$ cat config.mk
export PLATFORM = sky130hd
export DESIGN_NAME = imem_loader
export DESIGN_NICKNAME = d
export VERILOG_FILES = /design/src/rtl/imem_loader.sv
export SDC_FILE = /design/constraint.sdc
export NUM_CORES = 1
export LEC_CHECK = 0
export CORE_UTILIZATION = 45
export DETAILED_ROUTE_END_ITERATION = 8
export MAX_ROUTING_LAYER = met4
export PLACE_DENSITY = 0.74
export SKIP_LAST_GASP = 1
export SYNTH_ARGS = -nofsm -noshare
export SYNTH_HDL_FRONTEND = slang
export SYNTH_SLANG_ARGS = --single-unit
$ cat constraint.sdc
create_clock -name clk -period 2.85 [get_ports clk]
set_input_delay 0.855 -clock clk [delete_from_list [all_inputs] [get_ports clk]]
set_output_delay 0.855 -clock clk [all_outputs]
set_load 0.03 [all_outputs]
$ cat src/rtl/imem_loader.sv
// imem_loader: receives a program as a little-endian byte stream and writes it
// into instruction memory as 32-bit words at consecutive word addresses,
// holding the CPU in reset for the whole load session.
module imem_loader #(
    parameter int ADDR_WIDTH = 8,
    parameter int MEM_WORDS  = 256
) (
    input  logic                  clk,
    input  logic                  reset,
    input  logic                  load_start,
    input  logic [ADDR_WIDTH:0]   load_len,
    input  logic                  byte_valid,
    input  logic [7:0]            byte_data,
    output logic                  byte_ready,
    output logic                  imem_we,
    output logic [ADDR_WIDTH-1:0] imem_addr,
    output logic [31:0]           imem_wdata,
    output logic                  cpu_hold,
    output logic                  busy,
    output logic                  done,
    output logic [ADDR_WIDTH:0]   words_written,
    output logic                  err_overflow
);

    localparam logic [ADDR_WIDTH:0] MAX_LEN = (ADDR_WIDTH + 1)'(MEM_WORDS);

    typedef enum logic [1:0] {
        IDLE,
        COLLECT,
        WRITE,
        DONE
    } state_t;

    state_t              state;
    logic [ADDR_WIDTH:0] len;
    logic [1:0]          byte_cnt;
    logic [ADDR_WIDTH:0] words_next;

    // Word count after the write currently on the bus retires.
    assign words_next = words_written + 1'b1;

    // Load-session FSM; every output is a register updated alongside the state.
    always_ff @(posedge clk) begin
        if (reset) begin
            state         <= IDLE;
            len           <= '0;
            byte_cnt      <= '0;
            byte_ready    <= 1'b0;
            imem_we       <= 1'b0;
            imem_addr     <= '0;
            imem_wdata    <= '0;
            cpu_hold      <= 1'b0;
            busy          <= 1'b0;
            done          <= 1'b0;
            words_written <= '0;
            err_overflow  <= 1'b0;
        end else begin
            done <= 1'b0;
            case (state)
                IDLE: begin
                    if (load_start) begin
                        words_written <= '0;
                        err_overflow  <= 1'b0;
                        if (load_len > MAX_LEN) begin
                            // Would run past the end of memory: refuse the whole session.
                            err_overflow <= 1'b1;
                        end else if (load_len == '0) begin
                            state    <= DONE;
                            busy     <= 1'b1;
                            cpu_hold <= 1'b1;
                            done     <= 1'b1;
                        end else begin
                            len        <= load_len;
                            imem_addr  <= '0;
                            byte_cnt   <= '0;
                            cpu_hold   <= 1'b1;
                            busy       <= 1'b1;
                            byte_ready <= 1'b1;
                            state      <= COLLECT;
                        end
                    end
                end
                COLLECT: begin
                    if (byte_valid && byte_ready) begin
                        // First byte of a word lands in the LSB.
                        imem_wdata[{byte_cnt, 3'b000} +: 8] <= byte_data;
                        byte_cnt <= byte_cnt + 2'd1;
                        if (byte_cnt == 2'd3) begin
                            byte_ready <= 1'b0;
                            imem_we    <= 1'b1;
                            state      <= WRITE;
                        end
                    end
                end
                WRITE: begin
                    // Address and data were stable for the single write cycle; advance now.
                    imem_we       <= 1'b0;
                    words_written <= words_next;
                    imem_addr     <= imem_addr + 1'b1;
                    byte_cnt      <= '0;
                    if (words_next == len) begin
                        state <= DONE;
                        done  <= 1'b1;
                    end else begin
                        byte_ready <= 1'b1;
                        state      <= COLLECT;
                    end
                end
                DONE: begin
                    state    <= IDLE;
                    busy     <= 1'b0;
                    cpu_hold <= 1'b0;
                end
                default: begin
                    state      <= IDLE;
                    busy       <= 1'b0;
                    cpu_hold   <= 1'b0;
                    byte_ready <= 1'b0;
                    imem_we    <= 1'b0;
                end
            endcase
        end
    end

endmodule

## Word-level counts from Yosys, hierarchy flattened

Index checks and enable logic that the tools add are counted.

| storage, ports and cells | value |
|---|---|
| word-level logic and storage cells | 86 |
| output and inout bits | 55 |
| register bits after elaboration | 67 |
| input bits | 21 |

| operators by class | value |
|---|---|
| muxes and demuxes | 38 |
| shift operators | 2 |
| bitwise logic cells | 2 |
| equality and inequality tests | 11 |
| add/subtract/negate cells | 4 |
| $lt $le $gt $ge | 1 |
| reduce and logical (&&, ||, !) cells | 17 |

Operators with widths:

| kind | number |
|---|---|
| bitwise mux 32 bit | 1 |
| variable shift 8 x 7 -> 32 bit, first input constant | 1 |
| indexed part select 8 x 7 -> 32 bit | 1 |
| 2-to-1 mux 8 bit | 3 |
| 2-to-1 mux 2 bit | 10 |
| one-hot mux 9 bit (2 select lines) | 1 |
| one-hot mux 8 bit (2 select lines) | 1 |
| 2-to-1 mux 1 bit | 15 |
| inequality test 2 bit, second input constant | 6 |
| AND reduction 4 bit | 3 |
| adder 9 x 1 -> 9 bit, second input constant | 1 |
| == test 9 bit | 1 |
| > comparator 9 bit, second input constant | 1 |
| zero test 9 bit | 1 |
| 2-to-1 mux 9 bit | 1 |
| adder 8 x 1 -> 8 bit, second input constant | 1 |
| one-hot mux 2 bit (4 select lines) | 1 |
| negator 5 -> 7 bit | 1 |
| AND reduction 7 bit | 1 |
| == test 2 bit, second input constant | 3 |
| one-hot mux 1 bit (2 select lines) | 3 |
| one-hot mux 2 bit (3 select lines) | 1 |
| AND reduction 2 bit | 3 |
| AND reduction 3 bit | 2 |
| 9 further kinds | 12 |

## Logic depth before layout (Yosys ltp)

Gate-level depths: netlist (run 1).

| logic depth | value |
|---|---|
| depth after elaboration | 5 |
| depth in mapped cells | 10 |
| mapped depth without buffers | 10 |

## Worst setup path before layout (run 1)

Ideal clock, no wire load.

| timing path | value |
|---|---|
| path kind | input to register |
| start | in load_len[0] |
| end | reg imem_addr[5] |
| data required time | 2730 ps |
| slack | 148 ps |
| stages on the path | 9 |
| data arrival time | 2581 ps |
| path buffers | 0 |
| library setup time | 120 ps |
| path through | nor4_1 -> nand2_1 -> ha_1 -> or3b_4 -> a21oi_4 -> and4_4 -> nand3_1 -> xor2_1 -> nor2_1 |

| on the way | value |
|---|---|
| longest elaborated chain between the ends | 3 |
| elaborated cells between the ends (all ways) | 5 |
| classes of those cells | 1 x order compare; 2 x eq/ne; 2 x reduce/logical |

Ends and longest elaborated chain:

| what | RTL line | RTL |
|---|---|---|
| from (decl) | 11 | `input logic [ADDR_WIDTH:0] load_len,` |
| > comparator 9 bit or zero test 9 bit (tied branches) | 64, 67 |  |
| inequality test 2 bit (no line) | - |  |
| AND reduction 4 bit (no line) * | - |  |
| to (signal assigned) | 99 | `imem_addr <= imem_addr + 1'b1;` |
| to (decl) | 16 | `output logic [ADDR_WIDTH-1:0] imem_addr,` |

Mark *: on every way between the ends. The rest lies on a longest branch, timed or not.
A chain may end at the register's enable or synchronous reset.

## Worst setup path after layout (run 1)

| timing path | value |
|---|---|
| start | in load_len[7] |
| end | reg imem_addr[7] |

Same word-level chain as after synthesis.

==> flow_summary.ini, run 1 <==
[detailed_routing]
antenna_left = 0
vias = 2962
wl_per_cell_um = 14.1
drt-initial-drc-count = 109
drcViolationCount = 0
routed_via_density = 5.43
wl_um = 7660
drt-pass1-iter-count = 4

[cells_and_area]
num-fill-cells = 562
drive_above_1_share_pct = 8.76
diodes = 0
seq_area_mm2 = 0.00134
final_nets = 495
syn_to_final_growth_pct = 36.0
fin_cells = 545
multi_input_area_mm2 = 0.00165
final_util_pct = 65.0

[synth]
synth-compound-area-share_pct = 14.8
synth_cell_type_count = 41
syn_area_mm2 = 0.00310
ys_seq_area_share_pct = 43.2
ys_warn_count = 0
synth_top_family_by_area = simple AND/OR/NAND/NOR gates
yosys.area_share.simple_pct = 26.7
syn_inst = 385
synth_edf_count = 0
syn_nets = 417
synth_ff_type = dfxtp_1
yosys_register_bits = 67
synthMuxAreaShare_pct = 1.37
synth_area_per_cell_um2 = 8.06
synth_xor_area_share_pct = 5.37
async_reset_ff_share_pct = 0
synth_fa_ha_area_share_pct = 4.44

[setup_path]
worstPathCellList = clkdlybuf4s50_1, nor4_2, nand2_1, ha_2, or3b_4, a21oi_4, and4_4, nand3_1, xor2_1, nor2_1
crit_slowest_cell = clkdlybuf4s50_1
crit_path_start = load_len[7]
cp.required_ns = 3.09
crit_path_end_kind = register
cpPeakStageDelay_ns = 0.44
arrival_ns = 2.95
critPathMaxFanout = 3
worstSetupPathType = primary input to register
crit_path_start_kind = primary input
reg2reg_from = words_written[0]

[sta]
fin_ws_ns = 0.137
skew_ns = 0.00651
finalMaxSlewViolations = 0
worst_pin_slew_ns = 0.731
rsz0062_at_grt = no
clock.fmax_mhz = 369
setup_viol = 0
whs_ns = 0.453
slew-limit-headroom_pct = 50.9
finalHoldViolCount = 0
fin_crit_ns = 2.71
period_share_pct = 95.2

[clocking]
numCtsBuffers = 9
cts_num_sinks = 67
htree_levels = 3
root_buffer = clkbuf_8
cts_buffer_depth = 2
clk_latency_ns = 0.35
cts_tree = built
path_clk_slew_ns = 0.07

[die]
die_h_um = 85.0
coreArea_mm2 = 0.00649
dieArea_mm2 = 0.00723
rows = 29
io_pins = 76
die_w_um = 85.0
initial_core_util_pct = 47.8

[global_route]
grt_pass1_wl_um = 12800
antenna_found_initial = 0
grt_overflow_total = 0
track_usage_pct = 23.2
grt_pass1_vias = 2702
grt_max_degree = 35

[placed_design]
place.gp.congestion = 0.850
hpwl_um = 5450
dp.cells = 527
place_ws_ns = -0.363
io_buffers = 75

[status]
status = completed

[pwr]
leakage_nw = 1.49
ir_worst_vdd_uv = 356
pwr_density_cell_mw_per_mm2 = 501

[hold_path]
min_from = imem_wdata[10]
min_path_type = register to register

[run]
drv_cap = 0
## kinds of logic after synthesis
group | Yosys count
xor+xnor | 19
buf+inv | 30
compound gates | 79
simple gates | 175
flops | 67
mux | 4
fa+ha+maj | 11
## area by class of cell
cell class                 instances  share of cell area (%)
multi-input combinational        288                    39.1
sequential                        67                    31.8
timing repair buffer              89                    20.5
clock buffer                       9                    2.94
clock inverter                     7                    2.76
tap                               77                    2.28
inverter                           8                   0.712
## path summary, 6_finish.rpt
path	endpoint	slack, ns	cells past startpoint
worst max register to register	state[1]	0.76	7
worst min register to register	imem_wdata[10]	0.45	2
worst min-delay path	imem_wdata[10]	0.45	2
worst max-delay path	imem_addr[7]	0.14	10
## layout by cell type (no fill, tap or decap), drive strengths merged, types with 2 or more instances in the layout
master / instances
nor2: 27
a21oi: 54
buf: 15
nor2b: 2
bufinv: 3
nand4: 4
nand2: 69
ha: 11
o21ai: 8
mux2: 2
and4b: 2
nand3: 41
clkdlybuf4s50: 74
clkbuf: 9
xor2: 6
mux2i: 2
and3: 3
and2: 5
nor4: 4
xnor2: 13
a21o: 5
inv: 8
clkinv: 3
dfxtp: 67
nor3b: 4
nor3: 9
a22oi: 5
## cell usage after synthesis (all sizes together) (3+ instances only)
cell	number	area, um2
nand3	41	215
xnor2	13	114
and3	3	18.8
nand2	69	259
nor2	27	101
a21o	5	37.5
ha	11	138
buf	7	40.0
nor3	9	45.0
a22oi	5	37.5
clkbuf	15	56.3
a21oi	54	282
xor2	6	52.6
inv	8	30.0
dfxtp	67	1340
nand4	4	25.0
nor4	4	25.0
and2	5	31.3
o21ai	8	40.0
nor3b	4	30.0
## power by group
| part | switching, mW | internal [mW] | total (mW) |
|---|---|---|---|
| Combinational | 0.101 | 0.0817 | 0.183 |
| Clock | 0.380 | 0.579 | 0.959 |
| Sequential | 0.0192 | 0.951 | 0.970 |
## per-layer routing
metal  wire length [um]  track usage, %  share of wire, %  vias up
met1               3410            28.1                44     1379
met4                170            8.63               2.2        0
met3                444            6.81               5.8       13
met5                  0               -                 0        -
met2               3640            36.7                48       90
li1                   -               -                 -     1480
## worst max-delay path, delay by kind of cell
kind                       cells  cell delay (ns)
adders and majority gates      1             0.21
and+or+nand+nor                6             1.18
AOI/OAI and AO/OA              1             0.14
xor gates and xnor gates       1             0.14
buffers and inverters          1             0.44
## sequential cells by signal (all words and copies together), names as in the netlist
| name | count |
|---|---|
| imem_addr | 8 |
| imem_wdata | 32 |
| busy | 1 |
| byte_ready | 1 |
| byte_cnt | 2 |
| words_written | 9 |
| err_overflow | 1 |
| state | 2 |
| len | 9 |
| done | 1 |
| imem_we | 1 |
## timing repair
action / CTS / global route
endpoints found under the setup margin: 0 / 8
hold buffers: 0 / 0
hold endpoints to repair: 0 / 0
resized for setup: 0 / 3
buffers inserted: 0 / 2
## through the flow
step	power (mW)	TNS (ns)	cell area (um2)
after floorplan	1.09	0	3100
after global placement	1.17	-2.68	3950
after detailed placement	1.17	-2.97	3950
after CTS	2.12	0	4190
after global routing	2.20	0	4220
final	2.11	0	4220
No activity file was read; power rests on OpenSTA's default activity.
==> run 2: changes to the inputs <==
- CORE_ASPECT_RATIO: unset -> 1.4
- TNS_END_PERCENT: unset -> 100
==> flow_summary.ini, run 2 (synthesized netlist as in run 1, its figures left out) <==
[pwr]
pwr_density_cell_mw_per_mm2 = 486
leakage_nw = 1.56
power_mw = 2.07
ir_worst_vdd_uv = 371

[cells_and_area]
final_cell_mix = nand2_1 (69), dfxtp_1 (67), clkdlybuf4s50_1 (66), a21oi_1 (53), nand3_1 (39)
drive_above_1_share_pct = 9.15
final_nets = 497
fin_cells = 562
post-route-cell-area_mm2 = 0.00426
top_register = imem_wdata
final_common_cell = nand2_1
largest_register_ff_count = 32
diodes = 0
final_util_pct = 64.4
syn_to_final_growth_pct = 37.2
largestRegisters = imem_wdata: 32 flops, len: 9 flops, words_written: 9 flops

[detailed_routing]
antenna_left = 0
drcViolationCount = 0
routed_via_density = 5.34
drt-pass1-iter-count = 5
wl_per_cell_um = 13.8
wl_um = 7760
vias = 2999
drt-initial-drc-count = 131

[die]
die_h_um = 100
dieArea_mm2 = 0.00723
die_w_um = 72.2
initial_core_util_pct = 46.9
io_pins = 76
coreArea_mm2 = 0.00661
rows = 35

[placed_design]
post_dp_cell_area_mm2 = 0.00396
dp.cells = 543
hpwl_um = 5520
io_buffers = 75
place.gp.congestion = 0.794

[clocking]
clk_latency_ns = 0.35
cts_buffer_depth = 2
cts_tree = built
root_buffer = clkbuf_8
cts_num_sinks = 67
cts_hold_buf = 0
htree_levels = 3
numCtsBuffers = 9
path_clk_slew_ns = 0.07

[global_route]
grt_overflow_total = 0
grt_max_degree = 29
track_usage_pct = 23.6
grt_pass1_wl_um = 13000
antenna_found_initial = 0
grt_pass1_vias = 2846

[setup_path]
cp.required_ns = 3.08
crit_path_end_kind = register
arrival_ns = 2.83
critPathMaxFanout = 3
worstSetupPathType = primary input to register
crit_path_start = load_len[4]
reg2reg_from = state[0]
crit_path_start_kind = primary input

[status]
status = completed

[sta]
period_share_pct = 91.0
setup_viol = 0
slew-limit-headroom_pct = 51.2
clock.fmax_mhz = 385
fin_crit_ns = 2.59
rsz0062_at_grt = no
worst_pin_slew_ns = 0.726
finalHoldViolCount = 0
skew_ns = 0.00525
finalMaxSlewViolations = 0

[run]
drv_cap = 0

[hold_path]
min_from = imem_wdata[12]
min_path_type = register to register
## run 2: worst paths after layout
check / to / slack (ns) / cells past startpoint
max reg2reg: state[1] / 0.74 / 6
min reg2reg: imem_wdata[12] / 0.45 / 2
min: imem_wdata[12] / 0.45 / 2
max: imem_addr[7] / 0.26 / 10
## run 2: metal layers
metal / global-route usage (%) / vias to the layer above / routed length (um)
met5: - / - / 0
met4: 11.6 / 0 / 172
met3: 5.62 / 21 / 336
met2: 39.3 / 94 / 3980
met1: 26.0 / 1400 / 3270
li1: - / 1484 / -
## run 2: timing repair
action	4_1_cts	5_1_grt
buffers inserted	2	1
pin swaps	4	5
setup endpoints to repair	3	9
gates resized for setup	2	9
hold endpoints to repair	0	0
cloned	0	0
## run 2: final cells by class
cell class                 count  area [um2]
fill                         555        2360
clock inverter                 5        83.8
clock buffer                  11         151
multi-input combinational    288        1650
inverter                       8        30.0
timing repair buffer          91         886
sequential                    67        1340
tap                           92         115
## run 2: critical path: stages
cell and delay, ns:
dlymetal6s2s_1 0.14, nor4_2 0.33, nand2_1 0.14, ha_2 0.22, or3b_4 0.40, a21oi_4 0.16
and4_4 0.24, nand3_1 0.09, xor2_1 0.17, nor2_1 0.07
## run 2: per-stage QoR
step,worst slack (ns),TNS [ns],hold slack [ns]
4_1_cts,0.00235,0,0.453
5_1_grt,0.183,0,0.471
3_3_place_gp,-0.362,-3.13,0.439
6_report,0.256,0,0.451
3_5_place_dp,-0.388,-3.27,0.445
2_1_floorplan,0.148,0,0.448
## run 2: where the power goes
group	internal, mW	switching [mW]	total (mW)
clock	0.543	0.376	0.919
combinational	0.0787	0.0998	0.179
sequential	0.951	0.0208	0.972
total	1.57	0.496	2.07
